`src/rtl/n64_pi_bus_ctrl.sv`:
```
// N64 cartridge PI bus slave: synchronises the raw AD/strobe lines, latches the
// bus address, prefetches halfwords from a ROM store and drives them on reads.
module n64_pi_bus_ctrl #(
  parameter int unsigned SYNC_STAGES = 2,
  parameter logic [31:0] ROM_BASE    = 32'h1000_0000,
  parameter logic [31:0] ROM_LIMIT   = 32'h1FC0_0000
) (
  input  logic        clk,
  input  logic        resetn,
  input  logic [15:0] N64_AD_IN,
  output logic [15:0] N64_AD_OUT,
  output logic        N64_AD_OE,
  input  logic        N64_ALE_H,
  input  logic        N64_ALE_L,
  input  logic        N64_READ_N,
  output logic        rom_req,
  output logic [31:0] rom_addr,
  input  logic        rom_ack,
  input  logic [15:0] rom_data,
  output logic [31:0] bus_addr,
  output logic        underrun
);

  localparam int unsigned AW = 32;
  localparam int unsigned DW = 16;
  localparam int unsigned SW = DW + 3;

  typedef enum logic [2:0] {
    IDLE    = 3'd0,
    ADDR_HI = 3'd1,
    FETCH   = 3'd2,
    READY   = 3'd3,
    DRIVE   = 3'd4,
    MISS    = 3'd5
  } state_e;

  state_e          state_q, state_d;
  logic [SW-1:0]   sync_q [SYNC_STAGES];
  logic [2:0]      strb_prev_q;
  logic            rom_req_q, rom_req_d;
  logic [AW-1:0]   rom_addr_q, rom_addr_d;
  logic [AW-1:0]   bus_addr_q, bus_addr_d;
  logic [DW-1:0]   data_q, data_d;
  logic [DW-1:0]   ad_out_q, ad_out_d;
  logic            ad_oe_q, ad_oe_d;
  logic            underrun_q, underrun_d;
  logic            pend_q, pend_d;

  logic [DW-1:0]   ad_s;
  logic            ale_h_s, ale_l_s, read_n_s;
  logic            ale_h_rise, ale_h_fall, ale_l_fall, read_fall, read_rise;
  logic [AW-1:0]   fetch_addr;
  logic [AW-1:0]   next_addr;
  logic            addr_ok;

  // AD and strobes share one chain so the captured address matches its strobe
  always_ff @(posedge clk) begin
    if (!resetn) begin
      for (int unsigned i = 0; i < SYNC_STAGES; i++) begin
        sync_q[i] <= '1;
      end
      strb_prev_q <= '1;
    end else begin
      sync_q[0] <= {N64_AD_IN, N64_ALE_H, N64_ALE_L, N64_READ_N};
      for (int unsigned i = 1; i < SYNC_STAGES; i++) begin
        sync_q[i] <= sync_q[i-1];
      end
      strb_prev_q <= {ale_h_s, ale_l_s, read_n_s};
    end
  end

  assign ad_s     = sync_q[SYNC_STAGES-1][SW-1:3];
  assign ale_h_s  = sync_q[SYNC_STAGES-1][2];
  assign ale_l_s  = sync_q[SYNC_STAGES-1][1];
  assign read_n_s = sync_q[SYNC_STAGES-1][0];

  assign ale_h_rise = ~strb_prev_q[2] &  ale_h_s;
  assign ale_h_fall =  strb_prev_q[2] & ~ale_h_s;
  assign ale_l_fall =  strb_prev_q[1] & ~ale_l_s;
  assign read_fall  =  strb_prev_q[0] & ~read_n_s;
  assign read_rise  = ~strb_prev_q[0] &  read_n_s;

  assign fetch_addr = {bus_addr_q[AW-1:DW], ad_s[DW-1:1], 1'b0};
  assign addr_ok    = (fetch_addr >= ROM_BASE) && (fetch_addr < ROM_LIMIT);
  assign next_addr  = bus_addr_q + AW'(2);

  always_ff @(posedge clk) begin
    if (!resetn) begin
      state_q    <= IDLE;
      rom_req_q  <= 1'b0;
      rom_addr_q <= '0;
      bus_addr_q <= '0;
      data_q     <= '0;
      ad_out_q   <= '0;
      ad_oe_q    <= 1'b0;
      underrun_q <= 1'b0;
      pend_q     <= 1'b0;
    end else begin
      state_q    <= state_d;
      rom_req_q  <= rom_req_d;
      rom_addr_q <= rom_addr_d;
      bus_addr_q <= bus_addr_d;
      data_q     <= data_d;
      ad_out_q   <= ad_out_d;
      ad_oe_q    <= ad_oe_d;
      underrun_q <= underrun_d;
      pend_q     <= pend_d;
    end
  end

  // pend_q remembers a read strobe that arrived while the fetch was still out
  always_comb begin
    state_d    = state_q;
    rom_req_d  = rom_req_q;
    rom_addr_d = rom_addr_q;
    bus_addr_d = bus_addr_q;
    data_d     = data_q;
    ad_out_d   = ad_out_q;
    ad_oe_d    = ad_oe_q;
    underrun_d = 1'b0;
    pend_d     = pend_q;

    if (ale_h_rise) begin
      state_d   = IDLE;
      rom_req_d = 1'b0;
      ad_oe_d   = 1'b0;
      pend_d    = 1'b0;
    end else begin
      case (state_q)
        IDLE: begin
          if (ale_h_fall) begin
            bus_addr_d[AW-1:DW] = ad_s;
            state_d             = ADDR_HI;
          end
        end
        ADDR_HI: begin
          if (ale_l_fall) begin
            bus_addr_d = fetch_addr;
            if (addr_ok) begin
              state_d    = FETCH;
              rom_req_d  = 1'b1;
              rom_addr_d = fetch_addr;
            end else begin
              state_d = MISS;
            end
          end
        end
        FETCH: begin
          if (rom_ack) begin
            data_d    = rom_data;
            rom_req_d = 1'b0;
            pend_d    = 1'b0;
            if (pend_q || read_fall) begin
              state_d  = DRIVE;
              ad_oe_d  = 1'b1;
              ad_out_d = rom_data;
            end else begin
              state_d = READY;
            end
          end else if (read_fall) begin
            underrun_d = 1'b1;
            pend_d     = 1'b1;
          end else if (read_rise) begin
            pend_d = 1'b0;
          end
        end
        READY: begin
          if (read_fall) begin
            state_d  = DRIVE;
            ad_oe_d  = 1'b1;
            ad_out_d = data_q;
          end
        end
        DRIVE: begin
          if (read_rise) begin
            state_d    = FETCH;
            ad_oe_d    = 1'b0;
            bus_addr_d = next_addr;
            rom_req_d  = 1'b1;
            rom_addr_d = next_addr;
          end
        end
        MISS: begin
          state_d = MISS;
        end
        default: begin
          state_d   = IDLE;
          rom_req_d = 1'b0;
          ad_oe_d   = 1'b0;
          pend_d    = 1'b0;
        end
      endcase
    end
  end

  assign N64_AD_OUT = ad_out_q;
  assign N64_AD_OE  = ad_oe_q;
  assign rom_req    = rom_req_q;
  assign rom_addr   = rom_addr_q;
  assign bus_addr   = bus_addr_q;
  assign underrun   = underrun_q;

endmodule
```
`config.mk`:
```
export PLATFORM = sky130hd
export DESIGN_NAME = n64_pi_bus_ctrl
export DESIGN_NICKNAME = d
export VERILOG_FILES = /design/src/rtl/n64_pi_bus_ctrl.sv
export SDC_FILE = /design/constraint.sdc
export NUM_CORES = 1
export LEC_CHECK = 0
export CORE_ASPECT_RATIO = 0.9
export CORE_MARGIN = 5
export CORE_UTILIZATION = 60
export DETAILED_ROUTE_END_ITERATION = 12
export DONT_BUFFER_PORTS = 1
export PLACE_DENSITY = 0.81
export REMOVE_ABC_BUFFERS = 1
export SLEW_MARGIN = 20
export SYNTH_ARGS = -nofsm -noshare
export SYNTH_HDL_FRONTEND = slang
export SYNTH_SLANG_ARGS = --single-unit
export TNS_END_PERCENT = 100
```
`constraint.sdc`:
```
create_clock -name clk -period 3.1 [get_ports clk]
set_clock_uncertainty 0.2 [all_clocks]
set_input_delay 0.31 -clock clk [delete_from_list [all_inputs] [get_ports clk]]
set_output_delay 0.31 -clock clk [all_outputs]
set_load 0.05 [all_outputs]
```
==> results of run 1 <==
logic make-up after synthesis:
| group | count (synthesis) |
|---|---|
| xor gates and xnor gates | 23 |
| muxes | 6 |
| and+or+nand+nor | 321 |
| DFF | 142 |
| adders and majority gates | 1 |
| AOI/OAI and AO/OA | 181 |
| other | 1 |
| buffers and inverters | 72 |
final cells by class:
| class | count | area share [%] |
|---|---|---|
| inverter | 10 | 0.501 |
| multi-input combinational | 534 | 41.6 |
| clock buffer | 20 | 6.09 |
| clock inverter | 12 | 1.82 |
| tap | 129 | 2.15 |
| sequential | 142 | 37.9 |
| timing repair buffer | 84 | 9.88 |
registers in the layout, indices dropped and copies added, names as in the netlist:
register     cells
N64_AD_OE        1
N64_AD_OUT      16
bus_addr        31
data_q          16
pend_q           1
rom_addr        31
rom_req          1
state_q          3
strb_prev_q      3
sync_q          38
underrun         1
worst max-delay path, cell delays in order (launching register included):
cell and delay, ns:
dfxtp_1 0.34, ha_1 0.21, nand3_1 0.42, nor3_2 0.49, nand4_1 0.23, or4_1 0.51
a31oi_1 0.17
layer usage:
layer  wire [µm]  vias to the layer above  track usage (%)  share of wire (%)
met3        1680                       33             7.70                9.7
met1        6830                     2715             32.6                 40
li1            -                     2749                -                  -
met5           0                        -                0                  0
met2        8410                      273             46.2                 49
met4         299                        0             9.83                1.7
how the worst max path moves through the flow:
stage | from | endpoint | slack, ns | cells past startpoint
3_5_place_dp | bus_addr[1] | bus_addr[31] | 0.59 | 6
4_1_cts | bus_addr[1] | bus_addr[31] | 0.54 | 6
3_3_place_gp | state_q[2] | bus_addr[31] | 0.62 | 4
2_1_floorplan | state_q[0] | bus_addr[29] | -1.09 | 5
5_1_grt | bus_addr[1] | bus_addr[31] | 0.36 | 6
6_report | bus_addr[1] | bus_addr[31] | 0.47 | 6
cell usage after synthesis, types with 10 or more instances:
master	instances
dfxtp_1	142
nand2_1	92
nor2_1	62
a21oi_1	60
nand3_1	53
nand2b_1	44
clkbuf_1	40
o21ai_0	30
a311oi_1	17
xor2_1	17
buf_2	15
nand4_1	13
nor3_1	12
a31oi_1	10
inv_1	10
power groups by stage:
stage,clock network [mW],logic [mW],registers (mW)
final,2.03,0.808,2.12
after global routing,2.14,0.871,2.13
after CTS,2.05,0.795,2.12
after detailed placement,0,0.726,2.15
after global placement,0,0.711,2.15
after floorplan,0,0.349,2.30
==> run_results.csv, run 1 <==
group,metric,value,unit
status,outcome,"complete, no violations",
logic_synthesis,yosys.area.top_type,"dfxtp_1",
finish,multiInputGateArea,3120,µm²
logic_synthesis,synth_cells,747,
placement,place_hpwl,11100,µm
placement,place_inst,862,
run,cap_viol_max_count,0,
worst_setup_path,cp_max_fo,12,
pwr,leakagePower,2.77,nW
detailed_routing,drtIter0Drc,624,
sta,max_freq,0.381,GHz
finish,register_area,2840,µm²
worst_setup_path,reg2reg_from,"bus_addr[1]",
cts,ctsLongestPathBuffers,2,
cts,cts_buffers,17,
sta,finalSetupViolCount,0,
logic_synthesis,synthAdderAreaFrac,0.200,%
detailed_routing,vias,5770,
pwr,power.density,661,nW/µm²
hold_path,min_to,"sync_q[0][37]",
logic_synthesis,syn_avg_cell_area,8.35,µm²
cts,path_clk_slew,0.06,ns
finish,final_cell_mix,"dfxtp_1, nand2_1, nor2_1",
sta,holdWs,0.0324,ns
floorplan,die_y,107,µm
pwr,internal_power,3.43,mW
sta,maxSlewHeadroom,54.6,%
logic_synthesis,synth.area.mux_share,0.962,%
grt,grt_antenna_before_repair,0,
logic_synthesis,synth_warnings,0,
floorplan,io_pins,121,
cts,cts_sinks,142,
cts,cts_tree,"done",
logic_synthesis,ys_ff_latch,142,
worst_setup_path,ff2ff_setup_slack,0.47,ns
sta,min_period_over_period,84.8,%
finish,fin_cells,931,
sta,fin_crit,2.63,ns
cts,hold_buffers,37,
logic_synthesis,synth_cell_types,63,
logic_synthesis,synth_top_family_by_area,"simple AND/OR/NAND/NOR gates",
sta,finalHoldViolCount,0,
sta,drv_slew,0,
logic_synthesis,netlist_area,6240,µm²
placement,io_buffers,0,
detailed_routing,viasPerCell,6.20,
floorplan,initial_core_util,61.2,%
finish,fin_area,7490,µm²
cts,clk_latency,0.42,ns
cts,cts_setup_buffers,0,
grt,grt_max_degree,90,
finish,syn_to_final_growth,20.1,%
sta,worst_pin_slew,0.680,ns
finish,drive_gt1_share,11.6,%
finish,n_fill_cell,742,
detailed_routing,drc,0,
floorplan,fp.dieArea,12500,µm²
finish,nNetsFinal,828,
detailed_routing,first_pass_iters,7,
logic_synthesis,synth_compound_area_share,18.8,%
pwr,max-vdd-ir-drop,0.589,mV
logic_synthesis,synth_enable_flop_cells,0,
cts,h-tree-depth,4,
grt,grt-ovfl-total,0,
sta,rsz0062_at_grt,"false",
worst_setup_path,critPathKind,"reg -> reg",
hold_path,hold_path.class,"in -> reg",
detailed_routing,wl_per_cell,18.5,µm
logic_synthesis,synth_xor_area_share,3.23,%
pwr,p_comb_share,16.3,%
finish,final_common_cell,"dfxtp_1",
cts,root_buffer,"clkbuf_16",
detailed_routing,wirelength,17200,µm
logic_synthesis,async_reset_ff_share,0,%
grt,track_usage,27.0,%
pwr,power,4.96,mW
worst_setup_path,rr_worst_depth,6,
placement,post_dp_cell_area,6510,µm²
floorplan,fp.coreArea,10200,µm²
finish,fin_util,73.4,%
grt,grt_pass1_vias,5485,
worst_setup_path,cp.arrival,2.77,ns
logic_synthesis,synthSimpleGateAreaFrac,26.4,%
logic_synthesis,synth_flop_cell,"dfxtp_1",
pwr,switching_share,30.8,%
hold_path,hold_start,"resetn",
pwr,pwr-share-clk,41.0,%
placement,gp_congestion,0.950,
pwr,p_seq_share,42.7,%
worst_setup_path,endpoint_kind,"flip-flop",
placement,place_ws,0.592,ns
floorplan,row_count,35,
logic_synthesis,synthTopCellsByArea,"dfxtp_1, nand2_1, a21oi_1",
pwr,p_switching,1.53,mW
floorplan,die_x,118,µm
detailed_routing,ant_nets,0,
logic_synthesis,seq_area_frac_synth,45.5,%
worst_setup_path,timing.rr.end,"bus_addr[31]",
finish,n_antenna_cell,0,
hold_path,hold-path-cell-count,2,
logic_synthesis,synth_top_area_share,45.5,%
worst_setup_path,crit_required,3.24,ns
cts,cts_resized,0,
worst_setup_path,startpoint_type,"flip-flop",
sta,setup_slack,0.472,ns
grt,grt_first_pass_wirelength,28000,µm
sta,final.setup.tns,0,ns
Note: power is estimated with default switching activity, not from simulation.
==> inputs of run 2 (changes only) <==
--- a/config.mk
+++ b/config.mk
@@ -5,12 +5,13 @@
 export SDC_FILE = /design/constraint.sdc
 export NUM_CORES = 1
 export LEC_CHECK = 0
+export ABC_AREA = 1
 export CORE_ASPECT_RATIO = 0.9
 export CORE_MARGIN = 5
-export CORE_UTILIZATION = 60
+export CORE_UTILIZATION = 57
 export DETAILED_ROUTE_END_ITERATION = 12
 export DONT_BUFFER_PORTS = 1
-export PLACE_DENSITY = 0.81
+export PLACE_DENSITY = 0.8
 export REMOVE_ABC_BUFFERS = 1
 export SLEW_MARGIN = 20
 export SYNTH_ARGS = -nofsm -noshare
==> constraint.sdc (replaced) <==
create_clock -name clk -period 2.4 [get_ports clk]
set_clock_uncertainty 0.2 [all_clocks]
set_input_delay 0.24 -clock clk [delete_from_list [all_inputs] [get_ports clk]]
set_output_delay 0.24 -clock clk [all_outputs]
set_load 0.05 [all_outputs]
==> run 2 against run 1 <==
Net effect:
- cell count up 31%
- sequential power up 91%
- clock power up 31%
- hold slack worse by 0.030 ns
- critical path depth up 3
- maximum frequency up 16%
- first-iteration DRC count up 1.3%
- combinational power rose to 3.8 times the previous value
- critical endpoint is now data_q[14]
- largest cell class unchanged
==> run_results.csv, run 2 <==
group,metric,value,unit
floorplan,die_y,111,µm
detailed_routing,drtIter0Drc,632,
detailed_routing,wl_per_cell,14.6,µm
detailed_routing,met2WireLength,8240,µm
detailed_routing,vias,6400,
detailed_routing,ant_nets,0,
cts,clk_latency,0.43,ns
sta,worst_pin_slew,0.568,ns
logic_synthesis,ys_ff_latch,142,
pwr,p_comb_share,31.7,%
sta,drv_slew,0,
detailed_routing,wirelength,17900,µm
hold_path,hold_path.class,"in -> reg",
sta,maxSlewHeadroom,62.1,%
logic_synthesis,async_reset_ff_share,0,%
worst_setup_path,ff2ff_setup_slack,0.14,ns
sta,fin_crit,2.26,ns
pwr,pwr-share-clk,27.1,%
cts,root_buffer,"clkbuf_16",
detailed_routing,viasPerCell,5.24,
grt,grt-ovfl-total,0,
detailed_routing,wl_met1,7510,µm
sta,min_period_over_period,94.1,%
pwr,p_switching,4.35,mW
finish,n_antenna_cell,0,
run,cap_viol_max_count,0,
logic_synthesis,synth_warnings,0,
logic_synthesis,synth_enable_flop_cells,0,
sta,finalHoldViolCount,0,
grt,grt_max_degree,86,
pwr,max-vdd-ir-drop,1.09,mV
finish,register_area,2840,µm²
finish,regMostFlops,"sync_q",
finish,n_fill_cell,935,
worst_setup_path,rr_worst_depth,9,
detailed_routing,top_layer_used,"met4",
pwr,switching_share,44.3,%
logic_synthesis,synthTopCellsByArea,"dfxtp_1, nand2_1, nor2_1",
logic_synthesis,synth_common_cells,"nand2_1, nor2_1, dfxtp_1",
floorplan,fp.coreArea,11300,µm²
hold_path,min_to,"bus_addr[29]",
worst_setup_path,startpoint_type,"flip-flop",
detailed_routing,routed-wl-met3,1620,µm
pwr,leakagePower,3.50,nW
placement,io_buffers,0,
placement,place_hpwl,11600,µm
finish,nNetsFinal,1093,
worst_setup_path,critPathKind,"reg -> reg",
worst_setup_path,timing.rr.end,"data_q[14]",
status,outcome,"complete, no violations",
sta,max_freq,0.443,GHz
finish,multiInputGateArea,3140,µm²
finish,fin_area,7870,µm²
logic_synthesis,synth_cells,991,
worst_setup_path,endpoint_kind,"flip-flop",
logic_synthesis,synth_flop_cell,"dfxtp_1",
floorplan,initial_core_util,57.6,%
floorplan,io_pins,121,
pwr,p_seq_share,41.2,%
cts,ctsLongestPathBuffers,2,
pwr,internal_power,5.47,mW
sta,finalSetupViolCount,0,
worst_setup_path,cp_max_fo,18,
floorplan,die_x,123,µm
pwr,power.density,1250,nW/µm²
hold_path,hold_start,"resetn",
cts,cts_buffers,17,
finish,fin_util,69.7,%
detailed_routing,drc,0,
logic_synthesis,synth_cell_types,33,
cts,cts_sinks,142,
cts,h-tree-depth,4,
grt,track_usage,27.2,%
floorplan,fp.dieArea,13700,µm²
logic_synthesis,yosys.area.top_type,"dfxtp_1",
placement,post_dp_cell_area,6870,µm²
floorplan,row_count,37,
logic_synthesis,seq_area_frac_synth,43.7,%
worst_setup_path,reg2reg_from,"state_q[1]",
worst_setup_path,crit_required,2.51,ns
logic_synthesis,synth_top_area_share,43.7,%
cts,path_clk_slew,0.06,ns
grt,grt_antenna_before_repair,0,
hold_path,hold-path-cell-count,3,
logic_synthesis,syn_avg_cell_area,6.56,µm²
grt,grt_first_pass_wirelength,29700,µm
logic_synthesis,synth_most_common_cell,"nand2_1",
finish,final_cell_mix,"nand2_1, nor2_1, dfxtp_1",
placement,gp_congestion,0.954,
worst_setup_path,cp.arrival,2.37,ns
logic_synthesis,netlist_area,6500,µm²
finish,syn_to_final_growth,21.0,%
detailed_routing,first_pass_iters,6,
grt,grt_pass1_vias,6043,
finish,largest_reg_flops,38,
finish,final_common_cell,"nand2_1",
finish,drive_gt1_share,12.4,%
cts,cts_tree,"done",
-- run 2: changes by cell type after synthesis, moves of 11 or more --
cell      previous run  this run
nand2_1             92       298
nor2_1              62       171
inv_1               10        84
nand2b_1            44         0
or2_2                0        40
o21ai_0             30        54
clkbuf_1            40        19
a311oi_1            17         0
xor2_1              17         0
a21oi_1             60        76
nand4_1             13         2
-- run 2: area by class of cell --
class	count	area share, %
multi-input cells	722	39.9
flip-flops and latches	142	36.1
repair buffers	83	9.69
clock buffers	20	5.80
inverters	88	4.21
well taps	156	2.48
clock inverters	11	1.80
-- run 2: metrics by stage --
stage / power, mW / TNS, ns / hold WS [ns] / setup WS (ns) / std cells
after CTS: 9.82 / 0 / 0.00154 / 0.100 / 1222
final: 9.83 / 0 / 0.00224 / 0.142 / 1222
after detailed placement: 7.08 / 0 / 0.129 / 0.292 / 1152
after global placement: 7.05 / 0 / 0.126 / 0.332 / 1152
after global routing: 10.4 / -0.0111 / 0.0131 / -0.0111 / 1222
after floorplan: 6.12 / 0 / 0.109 / 0.0727 / 952
-- run 2: worst max path at each step --
stage | start | to | slack [ns] | cells after the start
floorplan | bus_addr[23] | rom_addr[11] | 0.07 | 9
global placement | state_q[1] | N64_AD_OUT[9] | 0.33 | 9
detailed placement | state_q[1] | N64_AD_OUT[9] | 0.29 | 9
CTS | state_q[1] | data_q[14] | 0.10 | 9
global route | state_q[1] | data_q[14] | -0.01 | 9
finish | state_q[1] | data_q[14] | 0.14 | 9
-- run 2: power groups by stage --
stage	Combinational, mW	Clock [mW]	Sequential [mW]
6_report	3.11	2.66	4.05
5_1_grt	3.45	2.81	4.11
2_1_floorplan	1.42	0	4.70
3_3_place_gp	2.97	0	4.08
4_1_cts	3.09	2.68	4.05
3_5_place_dp	2.99	0	4.09
-- run 2: per-layer routing --
metal	global-route usage [%]	vias up
li1	-	3201
met3	8.99	44
met4	9.85	0
met5	0	-
met1	34.9	2877
met2	42.7	278
-- run 2: critical path, stage by stage (launching register included) --
cell	delay (ns)
dfxtp_2	0.40
inv_1	0.10
nor2_2	0.17
nand2_1	0.10
inv_1	0.11
nand3_2	0.08
buf_4	0.20
o21ai_0	0.15
a21oi_1	0.06
dlygate4sd3_1	0.56
-- run 2: cells by family (layout without fill, tap and decap cells) --
family	count (synthesis)	after routing	synth area share (%)
AOI/OAI and AO/OA	135	135	10.5
xor gates and xnor gates	1	1	0.135
adders and majority gates	1	1	0.192
buffers and inverters	128	202	8.08
DFF	142	142	43.7
other	1	2	0.0576
and+or+nand+nor	583	583	37.3
-- run 2: timing repair --
action / CTS / global route
gates resized for setup: 0 / 1
buffers inserted: 0 / 0
hold buffers: 39 / 0
endpoints found under the hold margin: 108 / 0
setup endpoints to repair: 0 / 1
==> inputs of run 3 (changes only) <==
--- a/config.mk
+++ b/config.mk
@@ -12,7 +12,6 @@
 export DETAILED_ROUTE_END_ITERATION = 12
 export DONT_BUFFER_PORTS = 1
 export PLACE_DENSITY = 0.8
-export REMOVE_ABC_BUFFERS = 1
 export SLEW_MARGIN = 20
 export SYNTH_ARGS = -nofsm -noshare
 export SYNTH_HDL_FRONTEND = slang
==> run 3 against run 2 <==
Net effect:
- via count rose by 0.17%
- clock power rose by 7%
- combinational power barely moved
- total power rose by 1.7%
- critical path depth fell by 2
- hold slack improved by 0.21 ns
- final area rose by 0.32%
- critical endpoint is now bus_addr[12]
==> run_results.csv, run 3 (synthesized netlist as in run 2, its figures left out) <==
group,metric,value,unit
finish,n_antenna_cell,0,
sta,fin_crit,2.18,ns
sta,final.setup.tns,0,ns
finish,nNetsFinal,1092,
worst_setup_path,endpoint_kind,"flip-flop",
sta,min_period_over_period,90.9,%
floorplan,initial_core_util,57.6,%
floorplan,fp.coreArea,11300,µm²
detailed_routing,wl_per_cell,15.2,µm
finish,fin_util,69.9,%
grt,gr-max-usage-layer,"met2",
hold_path,hold_path.class,"reg -> reg",
floorplan,die_y,111,µm
worst_setup_path,crit_path_max_incr_delay,0.49,ns
finish,final_cell_mix,"nand2_1, nor2_1, dfxtp_1",
detailed_routing,drtIter0Drc,720,
worst_setup_path,crit_required,2.51,ns
grt,grt_pass1_vias,5961,
grt,grt-ovfl-total,0,
finish,largest_reg_flops,38,
cts,cts_tree,"done",
sta,finalSetupViolCount,0,
run,cap_viol_max_count,0,
pwr,max-vdd-ir-drop,0.917,mV
grt,use_met3,8.28,%
placement,io_buffers,0,
cts,cts_buffers,17,
worst_setup_path,cp.arrival,2.29,ns
floorplan,row_count,37,
finish,final_common_cell,"nand2_1",
finish,drive_gt1_share,12.4,%
worst_setup_path,crit_family,"simple AND/OR/NAND/NOR gates",
placement,gp_congestion,0.964,
sta,drv_slew,0,
detailed_routing,vias,6411,
sta,finalHoldViolCount,0,
cts,ctsLongestPathBuffers,2,
detailed_routing,wirelength,18600,µm
grt,track_usage,27.4,%
finish,syn_to_final_growth,21.4,%
floorplan,io_pins,121,
sta,rsz0062_at_grt,"false",
worst_setup_path,crit_chain,"nor2_4 > nand3_1 > nand2_1 > inv_1 > nand3_1 > o21ai_0 > inv_1",
grt,grt_first_pass_wirelength,29400,µm
worst_setup_path,startpoint_type,"flip-flop",
cts,path_clk_slew,0.06,ns
worst_setup_path,critPathBufInv,2,
sta,worst_pin_slew,0.619,ns
grt,met2_usage,42.7,%
grt,grtUsageMet1,35.3,%
floorplan,fp.dieArea,13700,µm²
grt,grt_max_degree,86,
cts,clk_latency,0.43,ns
detailed_routing,drc,0,
status,outcome,"complete, no violations",
sta,max_freq,0.458,GHz
detailed_routing,first_pass_iters,5,
cts,h-tree-depth,4,
grt,grt_antenna_before_repair,0,
cts,root_buffer,"clkbuf_16",
finish,regMostFlops,"sync_q",
cts,cts_sinks,142,
worst_setup_path,cp_max_fo,14,
detailed_routing,viasPerCell,5.25,
pwr,power.density,1270,nW/µm²
placement,place_hpwl,12500,µm
pwr,leakagePower,3.52,nW
sta,maxSlewHeadroom,58.6,%
detailed_routing,ant_nets,0,
floorplan,die_x,123,µm
worst_setup_path,critPathSlowestCell,"dfxtp_1",
worst_setup_path,critPathKind,"reg -> reg",
cts,cts_setup_buffers,0,
pwr,power,10.0,mW
-- run 3: cell count changes in the layout (fill, tap and decap cells not counted), sizes merged --
cell	change
clkinvlp	-3
bufinv	+1
inv	+2
buf	-1
clkinv	+1
-- run 3: worst reg2reg max path, stage by stage, from the launching register on --
cell	delay [ns]
dfxtp_1	0.49
nor2_4	0.10
nand3_1	0.17
nand2_1	0.13
inv_1	0.11
nand3_1	0.45
o21ai_0	0.37
inv_1	0.06
-- run 3: layout make-up --
| type | count | area, µm² |
|---|---|---|
| sequential | 142 | 2840 |
| tap | 156 | 195 |
| clock buffer | 20 | 457 |
| timing repair buffer | 82 | 743 |
| clock inverter | 12 | 183 |
| inverter | 88 | 332 |
| fill | 950 | 3400 |
| multi-input combinational | 722 | 3150 |
-- run 3: repair_timing --
item	4_1_cts	5_1_grt
endpoints found under the hold margin	111	0
hold buffers	39	0
resized for setup	0	1
endpoints found under the setup margin	0	2
-- run 3: per-stage QoR --
| step | hold slack, ns | cells | area (µm²) | setup slack, ns |
|---|---|---|---|---|
| after floorplan | 0.147 | 992 | 6510 | 0.288 |
| after global placement | 0.124 | 1151 | 6850 | 0.289 |
| after detailed placement | 0.149 | 1151 | 6850 | 0.197 |
| after CTS | 0.210 | 1222 | 7890 | 0.174 |
| after global routing | 0.224 | 1222 | 7900 | 0.0387 |
| final | 0.210 | 1222 | 7900 | 0.219 |
-- run 3: per-layer routing --
metal	part of all wire, %	routed length, µm
met5	0	0
met4	2.4	446
met3	11	1980
met2	46	8510
met1	41	7650
-- run 3: power by group --
| group | internal [mW] | total (mW) | switching, mW |
|---|---|---|---|
| combinational | 0.950 | 3.13 | 2.18 |
| clock | 1.80 | 2.84 | 1.04 |
| sequential | 2.84 | 4.03 | 1.19 |
| total | 5.59 | 10.0 | 4.41 |
-- run 3: final timing paths --
path,startpoint,endpoint,slack (ns),cells past startpoint
worst min register to register,sync_q[0][0],sync_q[0][19],0.21,1
worst max-delay path,state_q[0],bus_addr[12],0.22,7
worst min-delay path,sync_q[0][0],sync_q[0][19],0.21,1
worst max register to register,state_q[0],bus_addr[12],0.22,7
